File: config.mk
export PLATFORM = sky130hd
export DESIGN_NAME = pad_monitor
export DESIGN_NICKNAME = d
export VERILOG_FILES = /design/src/rtl/pad_monitor_pkg.sv /design/src/rtl/pad_monitor_debounce.sv /design/src/rtl/pad_monitor.sv
export SDC_FILE = /design/constraint.sdc
export NUM_CORES = 1
export LEC_CHECK = 0
export ABC_AREA = 1
export CAP_MARGIN = 20
export CORE_UTILIZATION = 25
export CTS_CLUSTER_SIZE = 14
export DETAILED_ROUTE_END_ITERATION = 10
export PLACE_DENSITY_LB_ADDON = 0.3
export SLEW_MARGIN = 5
export SYNTH_ARGS = -nofsm -noshare
export SYNTH_HDL_FRONTEND = slang
export SYNTH_HIERARCHICAL = 1
export SYNTH_SLANG_ARGS = --single-unit
export TNS_END_PERCENT = 10
File: constraint.sdc
create_clock -name clk_i -period 2.3 [get_ports clk_i]
set_clock_uncertainty 0.05 [all_clocks]
set_input_delay 0.69 -clock clk_i [delete_from_list [all_inputs] [get_ports clk_i]]
set_output_delay 0.69 -clock clk_i [all_outputs]
set_load 0.01 [all_outputs]
File: src/rtl/pad_monitor_pkg.sv
// pad_monitor shared types: register offsets, register index, bus structs.
// Optional debounce logic is built when PAD_MONITOR_DEBOUNCE_EN is defined.
package pad_monitor_pkg;

  localparam int unsigned PAD_MONITOR_MAX_PAD = 32;

  localparam logic [31:0] PAD_MONITOR_LEVEL_OFFSET    = 32'h00;
  localparam logic [31:0] PAD_MONITOR_RISE_EN_OFFSET  = 32'h04;
  localparam logic [31:0] PAD_MONITOR_FALL_EN_OFFSET  = 32'h08;
  localparam logic [31:0] PAD_MONITOR_STATUS_OFFSET   = 32'h0C;
  localparam logic [31:0] PAD_MONITOR_DEBOUNCE_OFFSET = 32'h10;

  typedef enum logic [2:0] {
    REG_LEVEL,
    REG_RISE_EN,
    REG_FALL_EN,
    REG_STATUS,
    REG_DEBOUNCE,
    REG_NONE
  } reg_idx_e;

  typedef struct packed {
    logic        valid;
    logic        write;
    logic [31:0] addr;
    logic [31:0] wdata;
    logic [3:0]  wstrb;
  } pad_monitor_req_t;

  typedef struct packed {
    logic [31:0] rdata;
    logic        error;
    logic        ready;
  } pad_monitor_rsp_t;

  function automatic reg_idx_e reg_decode(logic [31:0] addr);
    reg_idx_e idx;
    unique case (1'b1)
      addr == PAD_MONITOR_LEVEL_OFFSET:    idx = REG_LEVEL;
      addr == PAD_MONITOR_RISE_EN_OFFSET:  idx = REG_RISE_EN;
      addr == PAD_MONITOR_FALL_EN_OFFSET:  idx = REG_FALL_EN;
      addr == PAD_MONITOR_STATUS_OFFSET:   idx = REG_STATUS;
      addr == PAD_MONITOR_DEBOUNCE_OFFSET: idx = REG_DEBOUNCE;
      default:                             idx = REG_NONE;
    endcase
    return idx;
  endfunction

  function automatic logic [31:0] strb_mask(logic [3:0] strb);
    logic [31:0] m;
    for (int i = 0; i < 4; i++) begin
      m[i*8 +: 8] = {8{strb[i]}};
    end
    return m;
  endfunction

endpackage

File: src/rtl/pad_monitor_debounce.sv
// Single-pad 2-flop synchronizer plus optional debounce to a stable level.
// Counter is built only when PAD_MONITOR_DEBOUNCE_EN is defined.
module pad_monitor_debounce
  import pad_monitor_pkg::*;
#(
  parameter int unsigned DEBOUNCE_W = 8
) (
  input  logic                  clk,
  input  logic                  rst_n,
  input  logic                  pad,
  input  logic [DEBOUNCE_W-1:0] limit,
  output logic                  level
);

  logic [1:0] sync_q;
  logic       level_q;
  logic       level_d;

  always_ff @(posedge clk or negedge rst_n) begin
    if (!rst_n) begin
      sync_q  <= '0;
      level_q <= 1'b0;
    end else begin
      sync_q  <= {sync_q[0], pad};
      level_q <= level_d;
    end
  end

`ifdef PAD_MONITOR_DEBOUNCE_EN
  logic [DEBOUNCE_W-1:0] cnt_q;
  logic [DEBOUNCE_W-1:0] cnt_d;

  // >= rather than == so a limit lowered mid-count still resolves
  always_comb begin
    cnt_d   = cnt_q;
    level_d = level_q;
    if (sync_q[1] == level_q) begin
      cnt_d = '0;
    end else if (cnt_q >= limit) begin
      level_d = sync_q[1];
      cnt_d   = '0;
    end else begin
      cnt_d = cnt_q + 1'b1;
    end
  end

  always_ff @(posedge clk or negedge rst_n) begin
    if (!rst_n) begin
      cnt_q <= '0;
    end else begin
      cnt_q <= cnt_d;
    end
  end
`else
  logic unused_limit;

  assign unused_limit = ^limit;
  assign level_d      = sync_q[1];
`endif

  assign level = level_q;

endmodule

File: src/rtl/pad_monitor.sv
// Pad input monitor: debounced levels, edge-enabled sticky status, level irq.
// PAD_MONITOR_DEBOUNCE_EN enables the DEBOUNCE register and per-pad counters.
module pad_monitor
  import pad_monitor_pkg::*;
#(
  parameter type         reg_req_t  = pad_monitor_req_t,
  parameter type         reg_rsp_t  = pad_monitor_rsp_t,
  parameter int unsigned NUM_PAD    = 1,
  parameter int unsigned DEBOUNCE_W = 8
) (
  input  logic               clk_i,
  input  logic               rst_ni,
  input  reg_req_t           reg_req_i,
  output reg_rsp_t           reg_rsp_o,
  input  logic [NUM_PAD-1:0] pad_in_i,
  output logic               intr_o
);

  logic [NUM_PAD-1:0]    level;
  logic [NUM_PAD-1:0]    level_q;
  logic [NUM_PAD-1:0]    rise_en;
  logic [NUM_PAD-1:0]    fall_en;
  logic [NUM_PAD-1:0]    status;
  logic [NUM_PAD-1:0]    rise_en_d;
  logic [NUM_PAD-1:0]    fall_en_d;
  logic [NUM_PAD-1:0]    status_d;
  logic [NUM_PAD-1:0]    events;
  logic [NUM_PAD-1:0]    clr;
  logic [DEBOUNCE_W-1:0] limit;

  reg_idx_e    idx;
  logic        wr;
  logic [31:0] mask;
  logic [31:0] wdata_m;
  logic        unused_bits;

  assign idx         = reg_decode(reg_req_i.addr);
  assign wr          = reg_req_i.valid & reg_req_i.write;
  assign mask        = strb_mask(reg_req_i.wstrb);
  assign wdata_m     = reg_req_i.wdata & mask;
  assign unused_bits = ^{wdata_m, mask};

  for (genvar g = 0; g < NUM_PAD; g++) begin : g_pad
    pad_monitor_debounce #(
      .DEBOUNCE_W(DEBOUNCE_W)
    ) u_db (
      .clk  (clk_i),
      .rst_n(rst_ni),
      .pad  (pad_in_i[g]),
      .limit(limit),
      .level(level[g])
    );
  end

  assign events = (level & ~level_q & rise_en)
                | (~level & level_q & fall_en);

  always_comb begin
    rise_en_d = rise_en;
    fall_en_d = fall_en;
    clr       = '0;
    if (wr && idx == REG_RISE_EN) begin
      rise_en_d = (rise_en & ~mask[NUM_PAD-1:0])
                | wdata_m[NUM_PAD-1:0];
    end
    if (wr && idx == REG_FALL_EN) begin
      fall_en_d = (fall_en & ~mask[NUM_PAD-1:0])
                | wdata_m[NUM_PAD-1:0];
    end
    if (wr && idx == REG_STATUS) begin
      clr = wdata_m[NUM_PAD-1:0];
    end
    // hardware set wins over a same-cycle clear
    status_d = (status & ~clr) | events;
  end

  always_ff @(posedge clk_i or negedge rst_ni) begin
    if (!rst_ni) begin
      level_q <= '0;
      rise_en <= '0;
      fall_en <= '0;
      status  <= '0;
    end else begin
      level_q <= level;
      rise_en <= rise_en_d;
      fall_en <= fall_en_d;
      status  <= status_d;
    end
  end

`ifdef PAD_MONITOR_DEBOUNCE_EN
  logic [DEBOUNCE_W-1:0] limit_q;

  always_ff @(posedge clk_i or negedge rst_ni) begin
    if (!rst_ni) begin
      limit_q <= '0;
    end else if (wr && idx == REG_DEBOUNCE) begin
      limit_q <= (limit_q & ~mask[DEBOUNCE_W-1:0])
               | wdata_m[DEBOUNCE_W-1:0];
    end
  end

  assign limit = limit_q;
`else
  assign limit = '0;
`endif

  assign intr_o = |status;

  always_comb begin
    reg_rsp_o       = '0;
    reg_rsp_o.ready = 1'b1;
    if (reg_req_i.valid) begin
      unique case (idx)
        REG_LEVEL:    reg_rsp_o.rdata = 32'(level);
        REG_RISE_EN:  reg_rsp_o.rdata = 32'(rise_en);
        REG_FALL_EN:  reg_rsp_o.rdata = 32'(fall_en);
        REG_STATUS:   reg_rsp_o.rdata = 32'(status);
        REG_DEBOUNCE: reg_rsp_o.rdata = 32'(limit);
        default:      reg_rsp_o.error = 1'b1;
      endcase
      if (reg_req_i.write || idx == REG_NONE) begin
        reg_rsp_o.rdata = '0;
      end
    end
  end

endmodule

==> results.md, run 1 <==
* Status: finished, violations left
* Failing checks: setup timing
* Via count at 830
* Ys Warns at 6
* Peak VDD IR at 0.2180 mV
* H-tree levels at 1
* Worst-path clk slew at 0.05 ns
* Max Fclk at 390.0 MHz
* GRT Total Usage at 11.05%
* Mapped cell area at 827.0 µm²
* #FFs+latches synth at 7
* Ant. Diodes at 0
* Ports at 108
* First-pass GRT wire length at 3042 µm
* DRT Wirelength at 2002 µm
* Num rows at 20
* Required time worst endpoint at 1.56 ns
* Worst Setup Start Kind: primary input
* CTS sink cnt at 7
* Leakage power at 0.6450 nW
* Flip-flop and latch area at 175.2 µm²
* Synth Instances at 120
* Fillcell total at 337
* Final Hold Viols at 0
* Critical path type: in -> out
* Die area at 0.003542 mm²
* Drt wl/cell at 9.312 µm
* CTS Buffer Depth at 2
* Worst hold start: g_pad[0].u_db/sync_q[0]$_DFF_PN0_
* Arr. time, crit path at 1.82 ns
* Hold path cells at 0
* Maxcap violations at 0
* Die Ht at 59.52 µm
* Port Buf Inserts at 41
* # hold bufs at CTS at 0
* Starting DRT DRC Count at 13
* Initial antenna violation count at 0
* Pwr Density at 277.5 mW/mm²
* Clock root buffer: clkbuf_4
* RD Place Congestion at 0.8663
* R2R Setup Slk at 1.42 ns
* Multi-input gate area at 624.3 µm²
* Antenna viol nets, final at 0
* DRC violations left at 0
* Reg2reg end: intr_o$_DFF_PN0_
* DP Worst Slack at -1.002 ns
* Clock latency on the worst-skew pair at 0.24 ns
* Total grt overflow at 0
* DP HPWL at 1592 µm
* Layout cells sized above 1 at 50.29%
* Num CTS Buffers at 3
* Min Hold Slack at 0.3002 ns
* Sequential-to-total area share from yosys stat at 21.18%
* Drt first pass iters at 2
* Final setup margin at -0.2643 ns
* Core area at 0.003103 mm²
* Vias per inst at 3.860
* Reg2Reg Depth at 4
* Share of the synthesized area in the top cell type at 29.05%
* Nets@finish at 245
* Mean area per synthesized cell at 6.892 µm²
* TritonCTS clock tree: built
* Final setup viols at 2
* Most common cell after layout, fill and taps aside: conb_1
* Final Max Tran Viols at 0
* Worst-path fanout max at 7
* Number of global-route vias before repair at 767
* Crit. End Element: output pin
* RSZ-0062 raised after global routing: true
* Maximum number of pins on one net before global-route repair at 8
* Synth cell types at 24
* Fin crit period at 2.564 ns
* Commonest cells after routing, fill and taps aside: conb_1 (32), buf_2 (15), buf_6 (15), nor2_2 (12), nor2_4 (12)
* Layout area overhead at 60.06%
* Initial core utilization at 26.65%
* Leading post-synthesis cells by cell area: buf_4 (29%), dfrtp_1 (21%), nor2_1 (12%), nand2_1 (7.7%), nor2_4 (4.1%)
* Die W at 59.52 µm
* Worst min path class: reg -> reg
* Fin crit share at 111.5%
* Leading area contributor after synthesis: buf_4
* Hold path endpoint: g_pad[0].u_db/sync_q[1]$_DFF_PN0_
* Design Power at 0.3673 mW
kinds of logic after synthesis:
kind of cell,synth area share [%]
and+or+nand+nor,41.15
buffers and inverters,33.58
DFF,21.18
AOI/OAI and AO/OA,3.176
other,0.9081
layout make-up:
class,count,share of cell area [%]
Tap cell,44,4.159
Inverter,10,2.836
Multi-Input combinational cell,101,47.16
Timing Repair Buffer,49,30.62
Sequential cell,7,13.23
Clock buffer,4,1.985
Yosys cell counts:
| cell type | number |
|---|---|
| buf_4 | 32 |
| nor2_1 | 27 |
| nand2_1 | 17 |
| inv_1 | 8 |
| dfrtp_1 | 7 |
| nand3_1 | 5 |
| nor2_4 | 3 |
| o21ai_1 | 3 |
| conb_1 | 2 |
| nor3_1 | 2 |
| a21oi_1 | 1 |
| a31oi_1 | 1 |
| and3_1 | 1 |
| clkinv_1 | 1 |
| inv_2 | 1 |
| nand2_2 | 1 |
| nand2_4 | 1 |
| nand2_8 | 1 |
| nand3_2 | 1 |
| nand3b_1 | 1 |
| nand4_1 | 1 |
| nand4_2 | 1 |
| nor2_2 | 1 |
| nor2_8 | 1 |
metrics by stage:
| step | cells | util [%] | setup TNS, ns | area [µm²] |
|---|---|---|---|---|
| 6_report | 215 | 42.66 | -0.4665 | 1324 |
| 2_1_floorplan | 150 | - | -0.02415 | 942.2 |
| 5_1_grt | 215 | 42.66 | -0.6715 | 1324 |
| 3_5_place_dp | 210 | 39.31 | -1.895 | 1220 |
| 4_1_cts | 215 | 39.07 | -0.4986 | 1212 |
| 3_3_place_gp | 210 | 39.31 | -1.873 | 1220 |
critical path, stage by stage:
cell and delay [ns]:
buf_6 0.09, nor2_2 0.11, nand2_2 0.08, nor2_4 0.16, nand2_8 0.08, nor2_8 0.15
nand4_4 0.10, nor2_2 0.10, nor2_2 0.05, nor2_2 0.08, buf_2 0.13
power breakdown:
group,switching [mW],internal (mW),total [mW]
Clock,0.0424,0.0660,0.108
Combinational,0.0674,0.0628,0.130
Sequential,0.00172,0.127,0.129
metal layers:
layer  track usage (%)  vias up  part of all wire [%]
met5                 0        -                     0
met2             22.63       44                    57
met1             11.27      380                    33
met3             2.402        0                    10
met4             1.993        0                     0
li1                  -      406                     -
worst max path at each step:
stage	from	endpoint	slack [ns]	cells after the start
floorplan	reg_req_i[51]	reg_rsp_o[2]	-0.02	9
global placement	reg_req_i[59]	reg_rsp_o[2]	-0.98	11
detailed placement	reg_req_i[59]	reg_rsp_o[2]	-1.00	11
CTS	reg_req_i[60]	reg_rsp_o[2]	-0.29	11
global route	reg_req_i[55]	reg_rsp_o[2]	-0.37	11
finish	reg_req_i[55]	reg_rsp_o[2]	-0.26	11
what timing repair did:
item | 4_1_cts | 5_1_grt
pin swaps | 39 | 20
setup buffers | 1 | 0
resized for setup | 128 | 32
setup endpoints to repair | 2 | 2
Note: power is estimated with default switching activity, not from simulation.
==> run 2, diff against run 1 <==
--- a/config.mk
+++ b/config.mk
@@ -10,6 +10,7 @@
 export CORE_UTILIZATION = 25
 export CTS_CLUSTER_SIZE = 14
 export DETAILED_ROUTE_END_ITERATION = 10
+export GPL_ROUTABILITY_DRIVEN = 0
 export PLACE_DENSITY_LB_ADDON = 0.3
 export SLEW_MARGIN = 5
 export SYNTH_ARGS = -nofsm -noshare
==> results of run 2 <==
The final DEF is identical to that of run 1; final timing and power are the same.
==> run 3, diff against run 2 <==
--- a/config.mk
+++ b/config.mk
@@ -15,6 +15,5 @@
 export SLEW_MARGIN = 5
 export SYNTH_ARGS = -nofsm -noshare
 export SYNTH_HDL_FRONTEND = slang
-export SYNTH_HIERARCHICAL = 1
 export SYNTH_SLANG_ARGS = --single-unit
 export TNS_END_PERCENT = 10
==> results.md, run 3 <==
* Mux contribution to synthesized area at 0% (unchanged)
* Ant. Diodes at 0 (unchanged)
* Layout area overhead at 60.97% (was 60.06%)
* End of the critical path: reg_rsp_o[2] (unchanged)
* Final core occ at 42.90% (was 42.66%)
* TritonCTS clock tree: built (unchanged)
* Fin area at 0.001331 mm² (was 0.001324 mm²)
* Dominant synthesized flop cell: dfrtp_1 (unchanged)
* Die W at 59.52 µm (unchanged)
* Reg2Reg Depth at 4 (unchanged)
* Ys Warns at 0 (was 6)
* Share of the synthesized area in the top cell type at 29.05% (unchanged)
* Drt first pass iters at 4 (was 2)
* DRT Wirelength at 1880 µm (was 2002 µm)
* Design Power at 0.3689 mW (was 0.3673 mW)
* Worst Setup Start Kind: primary input (unchanged)
* Drt wl/cell at 8.664 µm (was 9.312 µm)
* CTS Buffer Depth at 2 (unchanged)
* Mean area per synthesized cell at 6.892 µm² (unchanged)
* Initial core utilization at 26.65% (unchanged)
* Via count at 811 (was 830)
* Die Ht at 59.52 µm (unchanged)
* Critical path type: in -> out (unchanged)
* Number of global-route vias before repair at 739 (was 767)
* # hold bufs at CTS at 0 (unchanged)
* Maximum number of pins on one net before global-route repair at 8 (unchanged)
* H-tree levels at 1 (unchanged)
* Fin crit share at 111.8% (was 111.5%)
* Reg2reg end: intr_o$_DFF_PN0_ (unchanged)
* Worst Setup SP: reg_req_i[66] (was reg_req_i[55])
* EDFF count, synth at 0 (unchanged)
* Adder-Cell Fraction of Synth Area at 0% (unchanged)
* First-pass GRT wire length at 2967 µm (was 3042 µm)
* Final Max Tran Viols at 0 (unchanged)
* Synth cell types at 24 (unchanged)
* Num CTS Buffers at 3 (unchanged)
* Slowest cell on the critical path: nor2_4 (unchanged)
* Starting DRT DRC Count at 16 (was 13)
* Layout cells sized above 1 at 48.55% (was 50.29%)
* RSZ-0062 raised after global routing: true (unchanged)
* Largest family of logic cells by synthesized area: simple AND/OR/NAND/NOR gates (unchanged)
* Final setup viols at 2 (unchanged)
* Most common cell after layout, fill and taps aside: conb_1 (unchanged)
* Worst-path fanout max at 6 (was 7)
* TNS Setup at -0.4542 ns (was -0.4665 ns)
* DRC violations left at 0 (unchanged)
* Vias per inst at 3.737 (was 3.860)
* CP most frequent cell: nor2_2 (unchanged)
* Peak VDD IR at 0.2481 mV (was 0.2180 mV)
* GRT Total Usage at 10.86% (was 11.05%)
* Ports at 108 (unchanged)
* Max stage delay on crit path at 0.16 ns (about the same)
* Worst min path class: reg -> reg (unchanged)
* Num rows at 20 (unchanged)
* Port Buf Inserts at 41 (unchanged)
* Clock latency on the worst-skew pair at 0.25 ns (was 0.24 ns)
* Synth Instances at 120 (unchanged)
* Compound-Gate Fraction of Synth Area at 3.177% (unchanged)
* Initial antenna violation count at 0 (unchanged)
* Max Fclk at 389.0 MHz (was 390.0 MHz)
* Min Hold Slack at 0.3022 ns (was 0.3002 ns)
* Worst-path clk slew at 0.05 ns (about the same)
* DP HPWL at 1517 µm (was 1592 µm)
* Crit. End Element: output pin (unchanged)
* CTS sink cnt at 7 (unchanged)
* Maxcap violations at 0 (unchanged)
* Final cell count without fillers at 217 (was 215)
* Clock root buffer: clkbuf_4 (unchanged)
* Leading area contributor after synthesis: buf_4 (unchanged)
* Synth cell count leaders: buf_4 (32), nor2_1 (27), nand2_1 (17), inv_1 (8), dfrtp_1 (7) (unchanged)
* DP Worst Slack at -1.034 ns (was -1.002 ns)
* Inst Count DP at 209 (was 210)
* Post-Synth Simple-Gate Area at 41.15% (unchanged)
* Xor-xnor portion of the synthesized cell area at 0% (unchanged)
* Core area at 0.003103 mm² (unchanged)
* Fin crit period at 2.571 ns (was 2.564 ns)
* Die area at 0.003542 mm² (unchanged)
* Async SR Flop Fraction at 100.0% (unchanged)
* Status: finished, violations left (unchanged)
* Leakage power at 0.6551 nW (was 0.6450 nW)
* Arr. time, crit path at 1.83 ns (was 1.82 ns)
* Required time worst endpoint at 1.56 ns (about the same)
* Failing checks: setup timing (unchanged)
* Leading post-synthesis cells by cell area: buf_4 (29%), dfrtp_1 (21%), nor2_1 (12%), nand2_1 (7.7%), nor2_4 (4.1%) (unchanged)
* Post-placement cell area at 0.001212 mm² (was 0.001220 mm²)
* Final setup margin at -0.2708 ns (was -0.2643 ns)
* Nets@finish at 247 (was 245)
* Mapped cell area at 827.0 µm² (unchanged)
* Final Hold Viols at 0 (unchanged)
* Most common cell in the netlist: buf_4 (unchanged)
* R2R Setup Slk at 1.42 ns (about the same)
* Commonest cells after routing, fill and taps aside: conb_1 (32), buf_2 (16), buf_6 (15), nor2_4 (13) (was conb_1 (32), buf_2 (15), buf_6 (15), nor2_2 (12), nor2_4 (12))
* Cells along the critical path: buf_6, nor2_2, nand2_2, nor2_4, nand2_8, nor2_8, nand4_4, nor2_2, nor2_2, nor2_2, buf_2 (unchanged)
* Total grt overflow at 0 (unchanged)
* Sequential-to-total area share from yosys stat at 21.18% (unchanged)
* Antenna viol nets, final at 0 (unchanged)
* Fillcell total at 346 (was 337)
* #FFs+latches synth at 7 (unchanged)
* Pwr Density at 277.1 mW/mm² (was 277.5 mW/mm²)
-- run 3: changes by cell type in the layout (fill, tap and decap cells not counted), sizes merged --
cell,previous run,this run
buf,38,40
-- run 3: how the worst min path moves through the flow --
stage,startpoint,endpoint,slack (ns),depth (start not counted)
3_3_place_gp,g_pad[0].u_db.sync_q[1]$_DFF_PN0_,g_pad[0].u_db.level$_DFF_PN0_,0.29,0
2_1_floorplan,g_pad[0].u_db.sync_q[1]$_DFF_PN0_,g_pad[0].u_db.level$_DFF_PN0_,0.28,0
5_1_grt,g_pad[0].u_db.sync_q[0]$_DFF_PN0_,g_pad[0].u_db.sync_q[1]$_DFF_PN0_,0.32,0
6_report,g_pad[0].u_db.sync_q[1]$_DFF_PN0_,g_pad[0].u_db.level$_DFF_PN0_,0.30,0
3_5_place_dp,g_pad[0].u_db.sync_q[1]$_DFF_PN0_,g_pad[0].u_db.level$_DFF_PN0_,0.29,0
4_1_cts,g_pad[0].u_db.sync_q[1]$_DFF_PN0_,g_pad[0].u_db.level$_DFF_PN0_,0.30,0
-- run 3: worst max-delay path: cells and delay by family --
| family | cells | cell delay (ns) |
|---|---|---|
| buffers and inverters | 2 | 0.22 |
| and+or+nand+nor | 9 | 0.91 |
-- run 3: cell families after synthesis --
| group | Yosys count |
|---|---|
| and+or+nand+nor | 64 |
| buffers and inverters | 42 |
| DFF | 7 |
| AOI/OAI and AO/OA | 5 |
| other | 2 |
-- run 3: power by group --
group          leakage (nW)  switching [mW]  internal (mW)
Sequential           0.0833         0.00163          0.127
Clock                0.0150          0.0436         0.0661
Combinational         0.557          0.0667         0.0640
-- run 3: repair_timing --
item,in CTS,in global routing
gates cloned,0,0
buffers inserted,4,0
pin swaps,39,10
setup endpoints to repair,2,2
resized for setup,142,15
-- run 3: final cells by class --
type / count / area, µm² / area share, %
inverter: 10 / 37.54 / 2.820
tap: 44 / 55.05 / 4.135
sequential: 7 / 175.2 / 13.16
multi-input combinational: 101 / 620.6 / 46.62
clock buffer: 4 / 26.28 / 1.974
timing repair buffer: 51 / 416.7 / 31.30
-- run 3: layer usage --
layer / up-vias / track usage [%] / share of wire, % / wire length (µm)
met1: 352 / 11.92 / 38 / 716
met3: 2 / 1.528 / 8.6 / 161
met2: 46 / 20.87 / 53 / 994
met5: - / 0 / 0 / 0
li1: 411 / - / - / -
met4: 0 / 3.987 / 0.43 / 8
